[config.mk]
export PLATFORM = sky130hd
export DESIGN_NAME = decoder_n_hold
export DESIGN_NICKNAME = d
export VERILOG_FILES = /design/src/rtl/decoder_n_hold.sv
export SDC_FILE = /design/constraint.sdc
export NUM_CORES = 1
export LEC_CHECK = 0
export ABC_AREA = 1
export CORE_MARGIN = 1.5
export CORE_UTILIZATION = 25
export CTS_CLUSTER_SIZE = 30
export DETAILED_ROUTE_END_ITERATION = 7
export PLACE_DENSITY = 0.49
export SLEW_MARGIN = 20
export SYNTH_ARGS = -nofsm -noshare
export SYNTH_HDL_FRONTEND = slang
export SYNTH_SLANG_ARGS = --single-unit
[constraint.sdc]
create_clock -name clk -period 2.65 [get_ports clk]
set_input_delay 0.265 -clock clk [delete_from_list [all_inputs] [get_ports clk]]
set_output_delay 0.265 -clock clk [all_outputs]
set_load 0.01 [all_outputs]
[src/rtl/decoder_n_hold.sv]
// decoder_n_hold: registered binary-to-one-hot decoder that holds each decoded line for HOLD cycles.
// Defining DECODER_OVERRUN_EN adds a sticky overrun flag for requests refused while busy.
module decoder_n_hold #(
   parameter int SEL_W = 2,
   parameter int HOLD  = 4
) (
   input  logic                 clk,
   input  logic                 rst,
   input  logic                 in_valid,
   output logic                 in_ready,
   input  logic [SEL_W-1:0]     d_in,
   output logic [2**SEL_W-1:0]  d_out,
   output logic                 out_valid
`ifdef DECODER_OVERRUN_EN
   ,
   output logic                 overrun
`endif
);
   localparam int CW = HOLD > 1 ? $clog2(HOLD) : 1;
   localparam logic [2**SEL_W-1:0] ONE = 1;
   typedef enum logic {ST_IDLE, ST_HOLD} state_t;
   if (HOLD < 1 || HOLD > 65535) begin : g_bad_hold
      $error("decoder_n_hold: HOLD must be in 1..65535");
   end
   state_t              state_q, state_d;
   logic [CW-1:0]       cnt_q, cnt_d;
   logic [2**SEL_W-1:0] d_out_d;
   logic                out_valid_d;
   logic                accept;
   assign in_ready = state_q == ST_IDLE || cnt_q == '0;
   assign accept   = in_valid && in_ready;
   // a new code on the last hold cycle reloads directly, giving gap-free back-to-back pulses
   always_comb begin
      state_d     = state_q;
      cnt_d       = cnt_q;
      d_out_d     = d_out;
      out_valid_d = out_valid;
      if (accept) begin
         state_d     = ST_HOLD;
         cnt_d       = CW'(HOLD - 1);
         d_out_d     = ONE << d_in;
         out_valid_d = 1'b1;
      end else if (state_q == ST_HOLD && cnt_q != '0) begin
         cnt_d = cnt_q - 1'b1;
      end else if (state_q == ST_HOLD) begin
         state_d     = ST_IDLE;
         d_out_d     = '0;
         out_valid_d = 1'b0;
      end
   end
   always_ff @(posedge clk) begin
      if (rst) begin
         state_q   <= ST_IDLE;
         cnt_q     <= '0;
         d_out     <= '0;
         out_valid <= 1'b0;
      end else begin
         state_q   <= state_d;
         cnt_q     <= cnt_d;
         d_out     <= d_out_d;
         out_valid <= out_valid_d;
      end
   end
`ifdef DECODER_OVERRUN_EN
   always_ff @(posedge clk) begin
      if (rst) overrun <= 1'b0;
      else if (in_valid && !in_ready) overrun <= 1'b1;
   end
`endif
endmodule

==> flow_summary.toml <==
[critical_path]
regToRegSetupSlack_ns = 1.54
cp_common_cell = "inv_1"
cp_slowest_stage_delay_ns = 0.56
critPathMaxFanout = 9
worstSetupPathType = "flip-flop to output pin"
path_cells = "inv_1 -> ha_1 -> inv_1 -> nand2_2 -> clkdlybuf4s50_1"
critPathCaptureType = "output pin"
ff2ff_path_depth = 6
crit_arrival_ns = 1.54
timing.rr.end = "cnt_q[0]$_SDFFE_PP0P_"
start_kind = "flip-flop"
slowest_stage = "clkdlybuf4s50_1"
r2r-start = "cnt_q[0]$_SDFFE_PP0P_"
worstPathRequired_ns = 2.38
critPathLaunch = "cnt_q[0]$_SDFFE_PP0P_"

[sta]
fin_skew_ns = 0.00378
worst_pin_slew_ns = 0.267
min_period_over_period_pct = 68.1
maxSlewViolCount = 0
tns_ns = 0
hold_viol = 0
fmaxAchievable_mhz = 554
slew-limit-headroom_pct = 82.1
setup_ws_ns = 0.845
setup_viol = 0
rsz0062_at_grt = "no"
min_period_ns = 1.80

[clock_tree]
post_cts_buffers = 0
clock_sink_count = 8
ctsHoldBuffers = 0
cts-htree-levels = 1
clkLatencyLatePin_ns = 0.25
cts.reportedPaths.clkPinSlew_ns = 0.05
clockBufferDepth = 2
cts_resized = 0
cts_tree = "done"
cts_buffers = 3
root_buffer = "clkbuf_4"

[place]
place_congestion = 0.696
place_ws_ns = 1.11
port_buffers = 10

[min_path]
min_from = "cnt_q[1]$_SDFFE_PP0P_"
hold_end = "cnt_q[1]$_SDFFE_PP0P_"
hp-class = "flip-flop to flip-flop"
hold_path_depth = 2

[global_route]
grt_overflow = 0
top_usage_layer = "met2"
grt_pass1_wl_microns = 1080
grtUsageTotal_pct = 11.1
antenna_found_initial = 0
grtUsageMet3_pct = 8.33
grt_util_met1_pct = 11.2
grt_use_met2_pct = 15.9
grt_max_degree = 10
grt_pass1_vias = 258

[drt]
drt-total-wl_microns = 732
post_drt_wl_per_cell_microns = 9.51
drcViolationCount = 0
drtAntennaViolNets = 0
firstDrtPassIters = 2
drt_iter0_drc = 3
routed_via_density = 4.36
dr_total_vias = 336

[floorplan]
die_h_microns = 40.4
rows = 13
die_x_microns = 40.4
core-area_sq_um = 1300
start_util_pct = 26.8
dieArea_sq_um = 1630
ioPinCount = 11

[yosys]
syn_nets = 55
synth_cell_type_count = 9
ys_seq_area_share_pct = 45.9
synth.avg_cell_area_sq_um = 7.12
synth_cells = 49
ys_warn_count = 0
syn_area_sq_um = 349
synth-seq-cells = 8

[layout]
drive_gt1_share_pct = 8.06
area_growth_pct = 40.5
fin_nets = 70
num-fill-cells = 152
diodes = 0

[power]
p_per_area_nw_per_um2 = 560
power.total_mw = 0.275
leakage_nw = 0.220
ir_worst_vdd_mv = 0.271

[run]
drv_cap = 0

[status]
status = "finished clean"
through the flow:
stage                     cells  hold WS, ns  util, %  instance area [sq um]
after CTS                    77        0.473     37.7                    490
after floorplan              49        0.334        -                    349
after global placement       74        0.454     36.0                    468
after detailed placement     74        0.460     36.0                    468
after global routing         77        0.493     37.7                    490
final                        77        0.467     37.7                    490
how the worst max path moves through the flow:
stage / to
after floorplan: cnt_q[0]$_SDFFE_PP0P_
after global placement: in_ready
after detailed placement: in_ready
after CTS: in_ready
after global routing: in_ready
final: in_ready
area by class of cell:
cell class                 instances  area [sq um]  share of cell area (%)
timing repair buffer              10           100                    20.4
multi-input combinational         32           155                    31.6
clock buffer                       3          22.5                    4.59
tap                               15          18.8                    3.83
inverter                           9          33.8                    6.89
sequential                         8           160                    32.7
Yosys cell counts:
cell | instances | area [sq um]
dfxtp_1 | 8 | 160
nand2_1 | 5 | 18.8
a21oi_1 | 6 | 30.0
nand3_1 | 10 | 50.1
o21ai_0 | 1 | 5.00
inv_1 | 9 | 33.8
nor2_1 | 7 | 26.3
ha_1 | 1 | 12.5
nand2_2 | 2 | 12.5
routing by layer:
metal | vias up | wire length, microns
li1 | 185 | -
met1 | 138 | 328
met2 | 11 | 329
met3 | 2 | 66
met4 | 0 | 7
met5 | - | 0
flip-flops by register name, summed over array words and instances (netlist names):
name,flops
state_q,1
d_out,4
out_valid,1
cnt_q,2
logic make-up (layout without fill, tap and decap cells):
logic type,Yosys count,count (layout),share of synthesized area (%)
flip-flops,8,8,45.9
AO/OA/AOI/OAI,7,7,10.0
buffers and inverters,9,22,9.68
adder cells (fa/ha/maj),1,1,3.58
AND/OR/NAND/NOR,24,24,30.8
cells in the final DEF (no fill, tap or decap):
cell type / n
nand2_1: 5
nand3_1: 10
dfxtp_1: 8
inv_1: 9
clkbuf_4: 3
nor2_1: 7
o21ai_0: 1
nand2_2: 2
clkdlybuf4s50_1: 10
ha_1: 1
a21oi_1: 6
worst max-delay path: cells and delay by family, from the launching register on:
kind	cells	cell delay (ns)
buffers and inverters	3	0.68
flip-flops	1	0.30
adder cells (fa/ha/maj)	1	0.16
AND/OR/NAND/NOR	1	0.14
report_power, final:
part	leakage [nW]	total [mW]	switching [mW]	internal [mW]
logic	0.140	0.0499	0.0261	0.0238
clock network	0.0138	0.0920	0.0403	0.0517
registers	0.0661	0.133	0.00435	0.129
(Power assumes the default switching activity.)
==> RTL edit (same settings) <==
Change the parameter `HOLD` from 4 to 8.
--- a/src/rtl/decoder_n_hold.sv
+++ b/src/rtl/decoder_n_hold.sv
@@ -4,3 +4,3 @@
    parameter int SEL_W = 2,
-   parameter int HOLD  = 4
+   parameter int HOLD  = 8
 ) (
Behaviour: not the same (Yosys sat finds a counterexample within 10 cycles, from zero or initial values and one cycle with rst high).
==> RTL edit against the unedited design <==
- power is 19% higher
- die area is 13% higher
- clock skew is 0.0012 ns higher
- global-route usage hardly changed
- area after synthesis is 14% higher
- count of clock-buffer cells in the layout stayed put
- wire length is 22% higher
- worst setup slack worse by 0.23 ns
- core utilization is 1.1 points lower
- non-clock buffer count stayed put
- sequential cell count is 1 higher
- cell count is 12% higher
- final area is 11% higher
==> RTL edit: results (changes against the unedited design) <==
The logs give 0.251 nW (was 0.220 nW) for the leakage power and 1410 µm (was 1080 µm) for the first-pass GRT wire length. The tools report the weighted congestion at the end of routability-driven global placement as 0.694 (was 0.696). Pin count of the biggest net entering global routing: 10 (unchanged). Clock root buffer: sky130_fd_sc_hd__clkbuf_4 (unchanged). The sum of met2 wire segment lengths after detailed routing is 446 µm (was 329 µm). The number of DRC violations after detailed-routing iteration 0 is 11 (was 3). The worst-case vdd ir drop is 259 µV (was 271 µV), and the final cycle utilization of the critical path is 76.7% (was 68.1%). The area of the multi-input gates came out at 180 µm² (was 155 µm²). Registers with the highest flip-flop counts: d_out (4), cnt_q (3) (was d_out (4), cnt_q (2)).

The number of fill cells is 154 (was 152), and the worst slack after detailed placement is 0.920 ns (was 1.11 ns). Fraction of registers with async set or reset after synthesis: 0% (unchanged). For the post-route met1 wirelength, the log shows 353 µm (was 328 µm). The run finished with clean final reports. Cell types occupying the most area after synthesis: sky130_fd_sc_hd__dfxtp_1, sky130_fd_sc_hd__nand3_1, sky130_fd_sc_hd__inv_1 (unchanged).

The clock-pin slew of the registers on the worst-case setup and hold paths was 0.07 ns (was 0.05 ns); the routed length on met3 was 58 µm (was 66 µm). The setup clock skew after layout is 0.00500 ns (was 0.00378 ns), and the net count after synthesis is 63 (was 55). For the number of antenna violations at the first check in global routing, the log shows 0 (unchanged). The proportion of layout cells with a drive suffix above 1 was 7.14% (was 8.06%); the max-slew headroom at the worst pin was 82.8% (was 82.1%).

The clock latency on the worst-skew pair was 0.27 ns (was 0.25 ns). Launch point of the worst reg-to-reg path: cnt_q[0] (unchanged). Worst endpoint data arrival time: 1.77 ns (was 1.54 ns). For the detailed-routing iteration count for the pre-antenna-repair pass, the log shows 4 (was 2). The worst hold path startpoint was out_valid (was cnt_q[1]).

The number of global-route vias before repair was 352 (was 258). The layout net count is 78 (was 70), and the overall track demand over capacity in global routing is 11.2% (was 11.1%). Top cell types by occurrence after synthesis: sky130_fd_sc_hd__inv_1, sky130_fd_sc_hd__nand3_1, sky130_fd_sc_hd__dfxtp_1, sky130_fd_sc_hd__nor2_1, sky130_fd_sc_hd__nand2_1 (was sky130_fd_sc_hd__nand3_1, sky130_fd_sc_hd__inv_1, sky130_fd_sc_hd__dfxtp_1). The post-detailed-routing wire length is 895 µm (was 732 µm). The run gives 391 (was 336) as the total via count after detailed routing. The portion of the post-synthesis area used by sequential elements was 45.3% (was 45.9%).
RTL edit: cell types whose count changed after synthesis, sizes merged:
cell   unedited run  this run
dfxtp             8         9
nand2             7         9
inv               9        10
nor2              7         9
ha                1         2
RTL edit: area by class of cell:
class	count	area share, %
multi-input cells	37	33.0
clock buffers	3	4.13
clock inverters	1	0.917
well taps	16	3.67
repair buffers	10	18.3
flip-flops and latches	9	33.0
inverters	10	6.88
RTL edit: worst paths after layout:
check	slack, ns	end	depth (start not counted)
min	0.47	out_valid	2
min reg2reg	0.47	out_valid	2
max reg2reg	1.31	cnt_q[0]	8
max	0.62	in_ready	6
RTL edit: per-stage QoR:
stage / power (mW) / hold slack (ns) / cell area, µm² / instances
6_report: 0.328 / 0.466 / 546 / 86
5_1_grt: 0.345 / 0.491 / 546 / 86
4_1_cts: 0.335 / 0.470 / 546 / 86
3_5_place_dp: 0.217 / 0.458 / 518 / 82
3_3_place_gp: 0.217 / 0.450 / 518 / 82
2_1_floorplan: 0.189 / 0.334 / 398 / 56
RTL edit: critical path, stage by stage (launching register included):
cell	delay, ns
sky130_fd_sc_hd__dfxtp_1	0.33
sky130_fd_sc_hd__inv_1	0.05
sky130_fd_sc_hd__ha_1	0.19
sky130_fd_sc_hd__ha_1	0.19
sky130_fd_sc_hd__inv_1	0.11
sky130_fd_sc_hd__nand2_2	0.13
sky130_fd_sc_hd__clkdlybuf4s50_1	0.50
RTL edit: kinds of logic (layout without fill, tap and decap cells):
logic type / count (synthesis) / count (layout) / share of synthesized area, %
buffers and inverters: 10 / 24 / 9.43
AOI/OAI and AO/OA: 7 / 7 / 8.80
DFF: 9 / 9 / 45.3
and+or+nand+nor: 28 / 28 / 30.2
adders and majority gates: 2 / 2 / 6.29
RTL edit: power breakdown:
part	internal (mW)	switching (mW)
sequential	0.146	0.00600
combinational	0.0290	0.0336
clock	0.0560	0.0579
RTL edit: metal layers:
metal	global-route usage, %	up-vias
met2	18.8	10
met4	9.38	0
met3	5.53	5
met1	9.66	168
met5	0	-
li1	-	208
